--- config.mk ---
export PLATFORM = sky130hd
export DESIGN_NAME = ysyx_csr_file_flat
export DESIGN_NICKNAME = d
export VERILOG_FILES = /design/src/rtl/ysyx_csr_file_if.sv /design/src/rtl/ysyx_csr_file.sv /design/src/flat_wrapper.sv
export SDC_FILE = /design/constraint.sdc
export NUM_CORES = 1
export LEC_CHECK = 0
export ABC_AREA = 1
export ABC_CLOCK_PERIOD_IN_PS = 4700
export BUFFER_PORTS_ARGS = -buffer_cell sky130_fd_sc_hd__clkbuf_2
export CAP_MARGIN = 30
export CORE_MARGIN = 2
export CORE_UTILIZATION = 30
export CTS_CLUSTER_SIZE = 30
export DETAILED_ROUTE_END_ITERATION = 12
export GPL_TIMING_DRIVEN = 0
export PLACE_DENSITY = 0.55
export SLEW_MARGIN = 20
export SYNTH_ARGS = -nofsm -noshare
export SYNTH_HDL_FRONTEND = slang
export SYNTH_SLANG_ARGS = --single-unit
--- constraint.sdc ---
create_clock -name clk -period 4.7 [get_ports clk]
set_clock_uncertainty 0.1 [all_clocks]
set_input_delay 0.235 -clock clk [delete_from_list [all_inputs] [get_ports clk]]
set_output_delay 0.235 -clock clk [all_outputs]
set_load 0.01 [all_outputs]
--- src/rtl/ysyx_csr_file_if.sv ---
// CSR access, trap/mret control and registered status outputs between core and CSR file.
interface ysyx_csr_file_if #(
  parameter int XLEN = 32
);
  logic            csr_valid;
  logic [1:0]      csr_op;
  logic [11:0]     csr_addr;
  logic [XLEN-1:0] csr_wdata;
  logic [XLEN-1:0] rdata_o;
  logic            illegal_o;
  logic            trap_en;
  logic [XLEN-1:0] trap_cause;
  logic [XLEN-1:0] trap_pc;
  logic            mret_en;
  logic            retire;
  logic [XLEN-1:0] mtvec_o;
  logic [XLEN-1:0] mepc_o;
  logic            mie_o;

  modport master (
    output csr_valid, csr_op, csr_addr, csr_wdata,
    output trap_en, trap_cause, trap_pc, mret_en, retire,
    input  rdata_o, illegal_o, mtvec_o, mepc_o, mie_o
  );

  modport slave (
    input  csr_valid, csr_op, csr_addr, csr_wdata,
    input  trap_en, trap_cause, trap_pc, mret_en, retire,
    output rdata_o, illegal_o, mtvec_o, mepc_o, mie_o
  );
endinterface

--- src/rtl/ysyx_csr_file.sv ---
// Machine-mode CSR file: mstatus/trap state, 64-bit cycle and instret counters,
// read-only vendor/arch IDs; reads are combinational, all updates on posedge clk.
module ysyx_csr_file #(
  parameter int              XLEN      = 32,
  parameter logic [XLEN-1:0] MTVEC_RST = '0,
  parameter logic [31:0]     MVENDORID = 32'h79737978,
  parameter logic [31:0]     MARCHID   = 32'h015fde77
) (
  input  logic           clk,
  input  logic           rst,
  ysyx_csr_file_if.slave bus
);
  localparam logic [11:0] A_MSTATUS   = 12'h300, A_MTVEC    = 12'h305,
                          A_MSCRATCH  = 12'h340, A_MEPC     = 12'h341,
                          A_MCAUSE    = 12'h342, A_MCYCLE   = 12'hB00,
                          A_MINSTRET  = 12'hB02, A_MCYCLEH  = 12'hB80,
                          A_MINSTRETH = 12'hB82, A_MVENDOR  = 12'hF11,
                          A_MARCHID   = 12'hF12;
  localparam logic [1:0]  OP_RW = 2'b01, OP_RS = 2'b10, OP_RC = 2'b11;

  logic            mie_q, mie_d, mpie_q, mpie_d;
  logic [XLEN-1:0] mtvec_q, mtvec_d, mscratch_q, mscratch_d;
  logic [XLEN-1:0] mepc_q, mepc_d, mcause_q, mcause_d;
  logic [63:0]     mcycle_q, mcycle_d, minstret_q, minstret_d;

  logic [XLEN-1:0] mstatus_rd, rdata, wval;
  logic [63:0]     wval64, cyc_inc, ins_inc;
  logic            impl, wr_req, illegal, wr_en;

  // Read mux and access legality; rdata is the pre-update value used as the RS/RC base
  always_comb begin
    mstatus_rd        = '0;
    mstatus_rd[12:11] = 2'b11;
    mstatus_rd[7]     = mpie_q;
    mstatus_rd[3]     = mie_q;
    rdata = '0;
    impl  = 1'b1;
    case (bus.csr_addr)
      A_MSTATUS:   rdata = mstatus_rd;
      A_MTVEC:     rdata = mtvec_q;
      A_MSCRATCH:  rdata = mscratch_q;
      A_MEPC:      rdata = mepc_q;
      A_MCAUSE:    rdata = mcause_q;
      A_MCYCLE:    rdata = mcycle_q[XLEN-1:0];
      A_MINSTRET:  rdata = minstret_q[XLEN-1:0];
      A_MCYCLEH:   if (XLEN == 32) rdata = XLEN'(mcycle_q[63:32]);   else impl = 1'b0;
      A_MINSTRETH: if (XLEN == 32) rdata = XLEN'(minstret_q[63:32]); else impl = 1'b0;
      A_MVENDOR:   rdata = XLEN'(MVENDORID);
      A_MARCHID:   rdata = XLEN'(MARCHID);
      default:     impl  = 1'b0;
    endcase

    // Set/clear with a zero mask is a pure read, so it may target read-only IDs
    wr_req  = bus.csr_valid &&
              (bus.csr_op == OP_RW || (bus.csr_op != 2'b00 && bus.csr_wdata != '0));
    illegal = bus.csr_valid &&
              (!impl || (wr_req && (bus.csr_addr == A_MVENDOR || bus.csr_addr == A_MARCHID)));
    wr_en   = wr_req && !illegal;

    case (bus.csr_op)
      OP_RW:   wval = bus.csr_wdata;
      OP_RS:   wval = rdata | bus.csr_wdata;
      OP_RC:   wval = rdata & ~bus.csr_wdata;
      default: wval = rdata;
    endcase
    wval64 = 64'(wval);
  end

  // Next-state: counters and non-trap CSRs, then trap > mret > CSR write for mstatus/mepc/mcause
  always_comb begin
    mie_d      = mie_q;
    mpie_d     = mpie_q;
    mtvec_d    = mtvec_q;
    mscratch_d = mscratch_q;
    mepc_d     = mepc_q;
    mcause_d   = mcause_q;
    cyc_inc    = mcycle_q + 64'd1;
    ins_inc    = minstret_q + 64'(bus.retire);
    mcycle_d   = cyc_inc;
    minstret_d = ins_inc;

    // A half-write replaces only that half; the other half keeps the carry from the old value
    if (wr_en) begin
      case (bus.csr_addr)
        A_MTVEC:     mtvec_d    = wval;
        A_MSCRATCH:  mscratch_d = wval;
        A_MCYCLE:    mcycle_d   = (XLEN == 32) ? {cyc_inc[63:32], wval64[31:0]} : wval64;
        A_MINSTRET:  minstret_d = (XLEN == 32) ? {ins_inc[63:32], wval64[31:0]} : wval64;
        A_MCYCLEH:   mcycle_d   = {wval64[31:0], cyc_inc[31:0]};
        A_MINSTRETH: minstret_d = {wval64[31:0], ins_inc[31:0]};
        default: ;
      endcase
    end

    if (bus.trap_en) begin
      mepc_d   = {bus.trap_pc[XLEN-1:2], 2'b00};
      mcause_d = bus.trap_cause;
      mpie_d   = mie_q;
      mie_d    = 1'b0;
    end else if (bus.mret_en) begin
      mie_d  = mpie_q;
      mpie_d = 1'b1;
    end else if (wr_en) begin
      case (bus.csr_addr)
        A_MSTATUS: begin
          mie_d  = wval[3];
          mpie_d = wval[7];
        end
        A_MEPC:   mepc_d   = {wval[XLEN-1:2], 2'b00};
        A_MCAUSE: mcause_d = wval;
        default: ;
      endcase
    end
  end

  // State registers
  always_ff @(posedge clk) begin
    if (rst) begin
      mie_q      <= 1'b0;
      mpie_q     <= 1'b0;
      mtvec_q    <= MTVEC_RST;
      mscratch_q <= '0;
      mepc_q     <= '0;
      mcause_q   <= '0;
      mcycle_q   <= '0;
      minstret_q <= '0;
    end else begin
      mie_q      <= mie_d;
      mpie_q     <= mpie_d;
      mtvec_q    <= mtvec_d;
      mscratch_q <= mscratch_d;
      mepc_q     <= mepc_d;
      mcause_q   <= mcause_d;
      mcycle_q   <= mcycle_d;
      minstret_q <= minstret_d;
    end
  end

  assign bus.rdata_o   = rdata;
  assign bus.illegal_o = illegal;
  assign bus.mtvec_o   = mtvec_q;
  assign bus.mepc_o    = mepc_q;
  assign bus.mie_o     = mie_q;
endmodule

--- src/flat_wrapper.sv ---
// flat-port wrapper written by rule: the top's interface ports become plain ports
module ysyx_csr_file_flat 
#(
  parameter int              XLEN      = 32,
  parameter logic [XLEN-1:0] MTVEC_RST = '0,
  parameter logic [31:0]     MVENDORID = 32'h79737978,
  parameter logic [31:0]     MARCHID   = 32'h015fde77
)
  (clk, rst, bus_csr_valid, bus_csr_op, bus_csr_addr, bus_csr_wdata, bus_trap_en, bus_trap_cause, bus_trap_pc, bus_mret_en, bus_retire, bus_rdata_o, bus_illegal_o, bus_mtvec_o, bus_mepc_o, bus_mie_o);
  ysyx_csr_file_if #(.XLEN(XLEN)) bus_i ();
  input  logic clk;
  input  logic rst;
  input wire logic [$bits(bus_i.csr_valid)-1:0] bus_csr_valid;
  input wire logic [$bits(bus_i.csr_op)-1:0] bus_csr_op;
  input wire logic [$bits(bus_i.csr_addr)-1:0] bus_csr_addr;
  input wire logic [$bits(bus_i.csr_wdata)-1:0] bus_csr_wdata;
  input wire logic [$bits(bus_i.trap_en)-1:0] bus_trap_en;
  input wire logic [$bits(bus_i.trap_cause)-1:0] bus_trap_cause;
  input wire logic [$bits(bus_i.trap_pc)-1:0] bus_trap_pc;
  input wire logic [$bits(bus_i.mret_en)-1:0] bus_mret_en;
  input wire logic [$bits(bus_i.retire)-1:0] bus_retire;
  output wire logic [$bits(bus_i.rdata_o)-1:0] bus_rdata_o;
  output wire logic [$bits(bus_i.illegal_o)-1:0] bus_illegal_o;
  output wire logic [$bits(bus_i.mtvec_o)-1:0] bus_mtvec_o;
  output wire logic [$bits(bus_i.mepc_o)-1:0] bus_mepc_o;
  output wire logic [$bits(bus_i.mie_o)-1:0] bus_mie_o;
  assign bus_i.csr_valid = bus_csr_valid;
  assign bus_i.csr_op = bus_csr_op;
  assign bus_i.csr_addr = bus_csr_addr;
  assign bus_i.csr_wdata = bus_csr_wdata;
  assign bus_i.trap_en = bus_trap_en;
  assign bus_i.trap_cause = bus_trap_cause;
  assign bus_i.trap_pc = bus_trap_pc;
  assign bus_i.mret_en = bus_mret_en;
  assign bus_i.retire = bus_retire;
  assign bus_rdata_o = bus_i.rdata_o;
  assign bus_illegal_o = bus_i.illegal_o;
  assign bus_mtvec_o = bus_i.mtvec_o;
  assign bus_mepc_o = bus_i.mepc_o;
  assign bus_mie_o = bus_i.mie_o;
  ysyx_csr_file #(.XLEN(XLEN), .MTVEC_RST(MTVEC_RST), .MVENDORID(MVENDORID), .MARCHID(MARCHID)) u_core (.clk(clk), .rst(rst), .bus(bus_i));
endmodule
==> impl_metrics.env, run 1 <==
export IMPL_setup_worst_path_end_class="register"
export IMPL_cts_max_level=1
export IMPL_grt_antenna_before_repair=3
export IMPL_p_comb_frac=0.108
export IMPL_drc=0
export IMPL_clk_pin_slew_ns=0.06
export IMPL_finalHoldViolCount=0
export IMPL_power_share_clock=0.492
export IMPL_synth_top_cell_area_share=0.303
export IMPL_power_leakage_uw=0.00964
export IMPL_grt_overflow=0
export IMPL_postRouteAntennaNets=0
export IMPL_synthArstFlopShare=0
export IMPL_viasPerCell=5.36
export IMPL_seqPwrFrac=0.400
export IMPL_netlist_top_cells_count="nand2_1, nor2_1, dfxtp_1"
export IMPL_power_density_mw_per_mm2=273
export IMPL_tns_ns=0
export IMPL_cp_required_ns=5.12
export IMPL_vias=21483
export IMPL_yosysUniqueCellTypes=38
export IMPL_fin_util=0.373
export IMPL_path_cells="clkbuf_2 -> inv_1 -> nand2_1 -> nor2_1 -> nand2_1 -> nor2_2 -> buf_2 -> nand2_1 -> nand2_1 -> nor2_1 -> nand3_1 -> nand2_1 -> nand2_1 -> inv_1 -> a21oi_1"
export IMPL_p_int_uw=4050
export IMPL_max_cap_violations=0
export IMPL_grt_pass1_wl_um=145000
export IMPL_ys_flop_type="dfxtp_1"
export IMPL_drive_above_1_share=0.107
export IMPL_cp_max_fo=10
export IMPL_start_util=0.305
export IMPL_critPathMaxStageDelay_ns=0.56
export IMPL_routabilityCongestion=1.08
export IMPL_synth_edff_count=0
export IMPL_dieArea_sq_mm=0.0582
export IMPL_core_sq_mm=0.0554
export IMPL_cpMostUsedCell="nand2_1"
export IMPL_finalWirelength_um=103000
export IMPL_period_share=0.716
export IMPL_row_count=86
export IMPL_max_freq_mhz=297
export IMPL_slowest_stage="nand2_1"
export IMPL_dpl_hpwl_um=83500
export IMPL_switchingPower_uw=1580
export IMPL_syn_cell_area_sq_mm=0.0169
export IMPL_fin_nets=3353
export IMPL_start_kind="primary input"
export IMPL_fill_cells=6340
export IMPL_synth_top_area_cell="dfxtp_1"
export IMPL_cts_setup_buffers=0
export IMPL_wl_per_cell_um=25.8
export IMPL_grt_max_degree=15
export IMPL_cts_tree="done"
export IMPL_syn_area_per_cell_sq_um=5.78
export IMPL_grt_setup_unrepaired="no"
export IMPL_clockRootBuffer="clkbuf_16"
export IMPL_drv_slew=0
export IMPL_yosysSeqAreaShare=0.303
export IMPL_path_delay_family="simple AND/OR/NAND/NOR gates"
export IMPL_hp_class="primary input to register"
export IMPL_setup_viol=0
export IMPL_cp_data_arrival_time_ns=3.78
export IMPL_insertion_delay_ns=0.61
export IMPL_clock_path_buffers=3
export IMPL_ys_warnings_count=0
export IMPL_peakVddDrop_v=0.000297
export IMPL_first_pass_iters=6
export IMPL_worst_pin_slew_ns=1.12
export IMPL_crit_buf_inv=4
export IMPL_cts_made_buffers=31
export IMPL_crit_type="primary input to register"
export IMPL_drt_iter0_drc=2889
export IMPL_synth_area_leaders="dfxtp_1, nand2_1, nor2_1, inv_1, o21ai_0"
export IMPL_die_y_um=241
export IMPL_die_w_um=241
export IMPL_port_buffer_count=209
export IMPL_grt_use_total=0.351
export IMPL_area_growth_pct=22.4
export IMPL_netlist_instances=2924
export IMPL_slew_headroom=0.251
export IMPL_floorplan_io_pins=214
export IMPL_synth_most_common_cell="nand2_1"
export IMPL_first_global_vias=20073
export IMPL_period_needed_ns=3.36
export IMPL_status="completed"
export IMPL_cts_sinks=256
export IMPL_switching_share=0.281
export IMPL_synth_seq_cells=256
[registers in the layout, indices dropped and copies added, names as in the netlist]
signal and cells:
u_core.mcycle_q 64, u_core.minstret_q 64, u_core.bus.mtvec_o 32, u_core.mcause_q 32, u_core.mscratch_q 32, u_core.bus.mepc_o 30
u_core.bus.mie_o 1, u_core.mpie_q 1
[layout make-up]
class	instances	area, sq um	share of cell area
Multi-Input combinational cell	2281	10200	0.495
Sequential cell	256	5120	0.248
Timing Repair Buffer	276	1710	0.0828
Inverter	265	995	0.0481
Tap cell	748	936	0.0453
Clock buffer	37	858	0.0415
Buffer	123	529	0.0256
Clock inverter	17	273	0.0132
Antenna cell	2	5.00	0.000242
[cell usage in the layout (no fill, tap or decap), drive strengths merged]
| cell type | netlist | layout |
|---|---|---|
| buf | 62 | 63 |
| conb | 1 | 2 |
| nand3b | 8 | 8 |
| dlygate4sd3 | 0 | 65 |
| nor2 | 529 | 529 |
| clkbuf | 61 | 308 |
| nor2b | 1 | 1 |
| dfxtp | 256 | 256 |
| xor2 | 103 | 103 |
| ha | 3 | 3 |
| o2111a | 1 | 1 |
| clkinv | 0 | 8 |
| and2 | 1 | 1 |
| inv | 265 | 265 |
| or2 | 3 | 3 |
| nor3 | 48 | 48 |
| a31oi | 1 | 1 |
| o2111ai | 2 | 2 |
| clkinvlp | 0 | 2 |
| nor4 | 12 | 12 |
| nand3 | 184 | 184 |
| diode | 0 | 2 |
| a21boi | 2 | 2 |
| a21oi | 144 | 144 |
| or4 | 1 | 1 |
| xnor2 | 14 | 14 |
| nor3b | 5 | 5 |
| bufinv | 0 | 7 |
| o22ai | 1 | 1 |
| o21ai | 214 | 214 |
| and3 | 4 | 4 |
| nand2 | 947 | 947 |
| nand4 | 51 | 51 |
[per-layer routing]
metal / routed length (um) / vias to the layer above / track usage
met3: 12700 / 297 / 0.0948
met1: 42100 / 9910 / 0.468
met4: 6780 / 0 / 0.182
met5: 0 / - / 0
met2: 41600 / 1412 / 0.515
li1: - / 9864 / -
[power groups by stage]
| stage | logic (uW) | registers [uW] | clock network (uW) |
|---|---|---|---|
| after floorplan | 248 | 2290 | 0 |
| after global placement | 541 | 2300 | 0 |
| after detailed placement | 541 | 2300 | 0 |
| after CTS | 585 | 2250 | 2750 |
| after global routing | 642 | 2250 | 2850 |
| final | 611 | 2250 | 2770 |
[worst paths after layout]
path	depth (start not counted)	end	slack, ns	from
setup / recovery	15	u_core.bus.mtvec_o[19]	1.34	bus_csr_addr[7]
hold / removal	5	u_core.mcycle_q[63]	0.07	bus_csr_wdata[31]
setup reg to reg	13	u_core.minstret_q[50]	1.43	u_core.minstret_q[0]
hold reg to reg	2	u_core.mcause_q[23]	0.38	u_core.mcause_q[23]
[logic make-up (layout without fill, tap and decap cells)]
kind of cell	Yosys count	after routing	share of synthesized area
adder cells (fa/ha/maj)	3	3	0.00222
flip-flops	256	256	0.303
other	1	4	0.000222
AO/OA/AOI/OAI	365	365	0.109
XOR/XNOR	117	117	0.0607
AND/OR/NAND/NOR	1794	1794	0.434
buffers and inverters	388	718	0.0902
[per-stage QoR]
step / total power (uW) / std cells / hold slack (ns) / setup WS [ns] / cell area (sq um)
floorplan: 2530 / 2925 / 0.333 / 2.62 / 16900
global placement: 2840 / 3882 / 0.371 / 1.06 / 18900
detailed placement: 2840 / 3883 / 0.370 / 1.06 / 18900
CTS: 5590 / 4002 / 0.0470 / 1.51 / 20700
global route: 5740 / 4003 / 0.105 / 1.25 / 20700
finish: 5640 / 4005 / 0.0714 / 1.34 / 20700
[tightest hold or removal path, cell delays in order]
cell	delay [ns]
clkbuf_2	0.12
nand2_1	0.06
nand2_1	0.15
o21ai_0	0.11
nor2_1	0.08
[what timing repair did]
item                                   in CTS  in global routing
endpoints found under the hold margin      64                  0
gates resized for setup                     0                  0
hold buffers                               65                  0
Note: power is estimated with default switching activity, not from simulation.
==> run 2, diff against run 1 <==
- ABC_CLOCK_PERIOD_IN_PS: 4700 -> 3300
- clock period: 4.7 -> 3.3 ns (I/O delays scaled with it)
==> impl_metrics.env, run 2 (same netlist as run 1, synthesis figures left out) <==
export IMPL_port_buffer_count=209
export IMPL_drive_above_1_share=0.107
export IMPL_drt_iter0_drc=3100
export IMPL_grt_max_degree=15
export IMPL_r2r_start="u_core.minstret_q[0]"
export IMPL_grt_use_total=0.351
export IMPL_power_density_mw_per_mm2=387
export IMPL_power_leakage_uw=0.00965
export IMPL_grt_setup_unrepaired="no"
export IMPL_place_inst=3883
export IMPL_reg2reg_to="u_core.minstret_q[50]"
export IMPL_die_y_um=241
export IMPL_dpl_hpwl_um=83500
export IMPL_max_freq_mhz=307
export IMPL_finalWirelength_um=103000
export IMPL_finalWorstSetupSlack_ns=0.0407
export IMPL_core_sq_mm=0.0554
export IMPL_row_count=86
export IMPL_grt_overflow=0
export IMPL_crit_type="primary input to register"
export IMPL_clock_path_buffers=3
export IMPL_grt_pass1_wl_um=145000
export IMPL_peakVddDrop_v=0.000411
export IMPL_drc=0
export IMPL_busiest_layer="met2"
export IMPL_final_common_cell="nand2_1"
export IMPL_tns_ns=0
export IMPL_start_util=0.305
export IMPL_place_ws_ns=-0.266
export IMPL_total_power_uw=8020
export IMPL_area_growth_pct=22.6
export IMPL_fill_cells=6341
export IMPL_first_global_vias=20087
export IMPL_cp_data_arrival_time_ns=3.68
export IMPL_cts_made_buffers=31
export IMPL_period_share=0.988
export IMPL_rrSetupSlack_ns=0.22
export IMPL_status="completed"
export IMPL_clockRootBuffer="clkbuf_16"
export IMPL_hp_class="primary input to register"
export IMPL_cts_setup_buffers=0
export IMPL_rr_worst_depth=13
export IMPL_viasPerCell=5.36
export IMPL_cts_tree="done"
export IMPL_cts_sinks=256
export IMPL_first_pass_iters=6
export IMPL_top_regs="u_core.mcycle_q: 64 flops, u_core.minstret_q: 64 flops"
export IMPL_die_w_um=241
export IMPL_met1_usage=0.468
export IMPL_start_kind="primary input"
export IMPL_finalHoldViolCount=0
export IMPL_floorplan_io_pins=214
export IMPL_vias=21466
export IMPL_min_from="bus_csr_wdata[15]"
export IMPL_max_cap_violations=0
export IMPL_dieArea_sq_mm=0.0582
export IMPL_whs_path_depth=7
export IMPL_use_met3=0.0951
export IMPL_fin_nets=3355
export IMPL_slew_headroom=0.255
export IMPL_grt_antenna_before_repair=3
export IMPL_insertion_delay_ns=0.60
export IMPL_setup_worst_path_end_class="register"
export IMPL_setup_viol=0
export IMPL_wl_per_cell_um=25.8
export IMPL_cts_max_level=1
export IMPL_cp_required_ns=3.72
export IMPL_routabilityCongestion=1.08
export IMPL_postRouteAntennaNets=0
export IMPL_cp_max_fo=10
export IMPL_final_cell_mix="nand2_1, nor2_1, dfxtp_1"
export IMPL_clk_pin_slew_ns=0.06
export IMPL_final_cells=4006
export IMPL_worst_pin_slew_ns=1.12
export IMPL_drv_slew=0
export IMPL_holdPathEnd="u_core.bus.mepc_o[15]"
export IMPL_use_met2=0.515
export IMPL_period_needed_ns=3.26
run 2: cell types whose count changed in the layout (fill, tap and decap cells not counted):
cell and change:
nor3_1 -1, dlygate4sd3_1 +2, nor3_2 +1, diode_2 -1, nor2_2 +2, nor2_1 -2
run 2: per-layer routing:
layer	part of all wire	up-vias
met5	0	-
met4	0.067	0
met3	0.12	301
met2	0.40	1365
met1	0.41	9939
li1	-	9861
run 2: how the worst max path moves through the flow:
stage	start	end	slack, ns	cells past startpoint
after floorplan	u_core.minstret_q[0]	u_core.minstret_q[42]	1.22	14
after global placement	bus_csr_addr[5]	u_core.bus.mtvec_o[8]	-0.27	13
after detailed placement	bus_csr_addr[4]	u_core.mcycle_q[8]	-0.27	13
after CTS	u_core.minstret_q[0]	u_core.minstret_q[50]	0.11	13
after global routing	bus_csr_addr[7]	u_core.bus.mtvec_o[19]	0.02	15
final	bus_csr_addr[7]	u_core.bus.mtvec_o[19]	0.04	15
run 2: area by class of cell:
class / count / area, sq um / share of cell area
Clock buffer: 37 / 858 / 0.0415
Multi-Input combinational cell: 2281 / 10300 / 0.495
Inverter: 265 / 995 / 0.0480
Timing Repair Buffer: 278 / 1730 / 0.0837
Antenna cell: 1 / 2.50 / 0.000121
Clock inverter: 17 / 273 / 0.0132
Buffer: 123 / 529 / 0.0256
Sequential cell: 256 / 5120 / 0.248
Tap cell: 748 / 936 / 0.0452
run 2: metrics by stage:
step / cell area, sq um / utilization / hold WS [ns]
global placement: 18900 / 0.341 / 0.371
detailed placement: 18900 / 0.341 / 0.370
global route: 20700 / 0.374 / 0.0831
CTS: 20700 / 0.373 / 0.00476
finish: 20700 / 0.374 / 0.0378
floorplan: 16900 / - / 0.263
run 2: worst max-delay path, stage by stage:
cell and delay (ns):
clkbuf_2 0.11, inv_1 0.07, nand2_1 0.05, nor2_1 0.34, nand2_1 0.22, nor2_2 0.51, buf_2 0.39, nand2_1 0.09
nand2_1 0.22, nor2_1 0.11, nand3_1 0.22, nand2_1 0.08, nand2_1 0.56, inv_1 0.32, a21oi_1 0.20
run 2: timing repair:
action                                  in CTS  in global routing
endpoints found under the setup margin       0                  2
hold endpoints to repair                    67                  0
hold buffers                                67                  0
resized for setup                            0                  3
run 2: report_power, final:
part / internal [uW] / leakage (uW) / total, uW / switching [uW]
Clock: 2380 / 0.000556 / 3940 / 1560
Combinational: 247 / 0.00702 / 874 / 627
Sequential: 3150 / 0.00207 / 3210 / 61.5
Total: 5780 / 0.00965 / 8020 / 2240
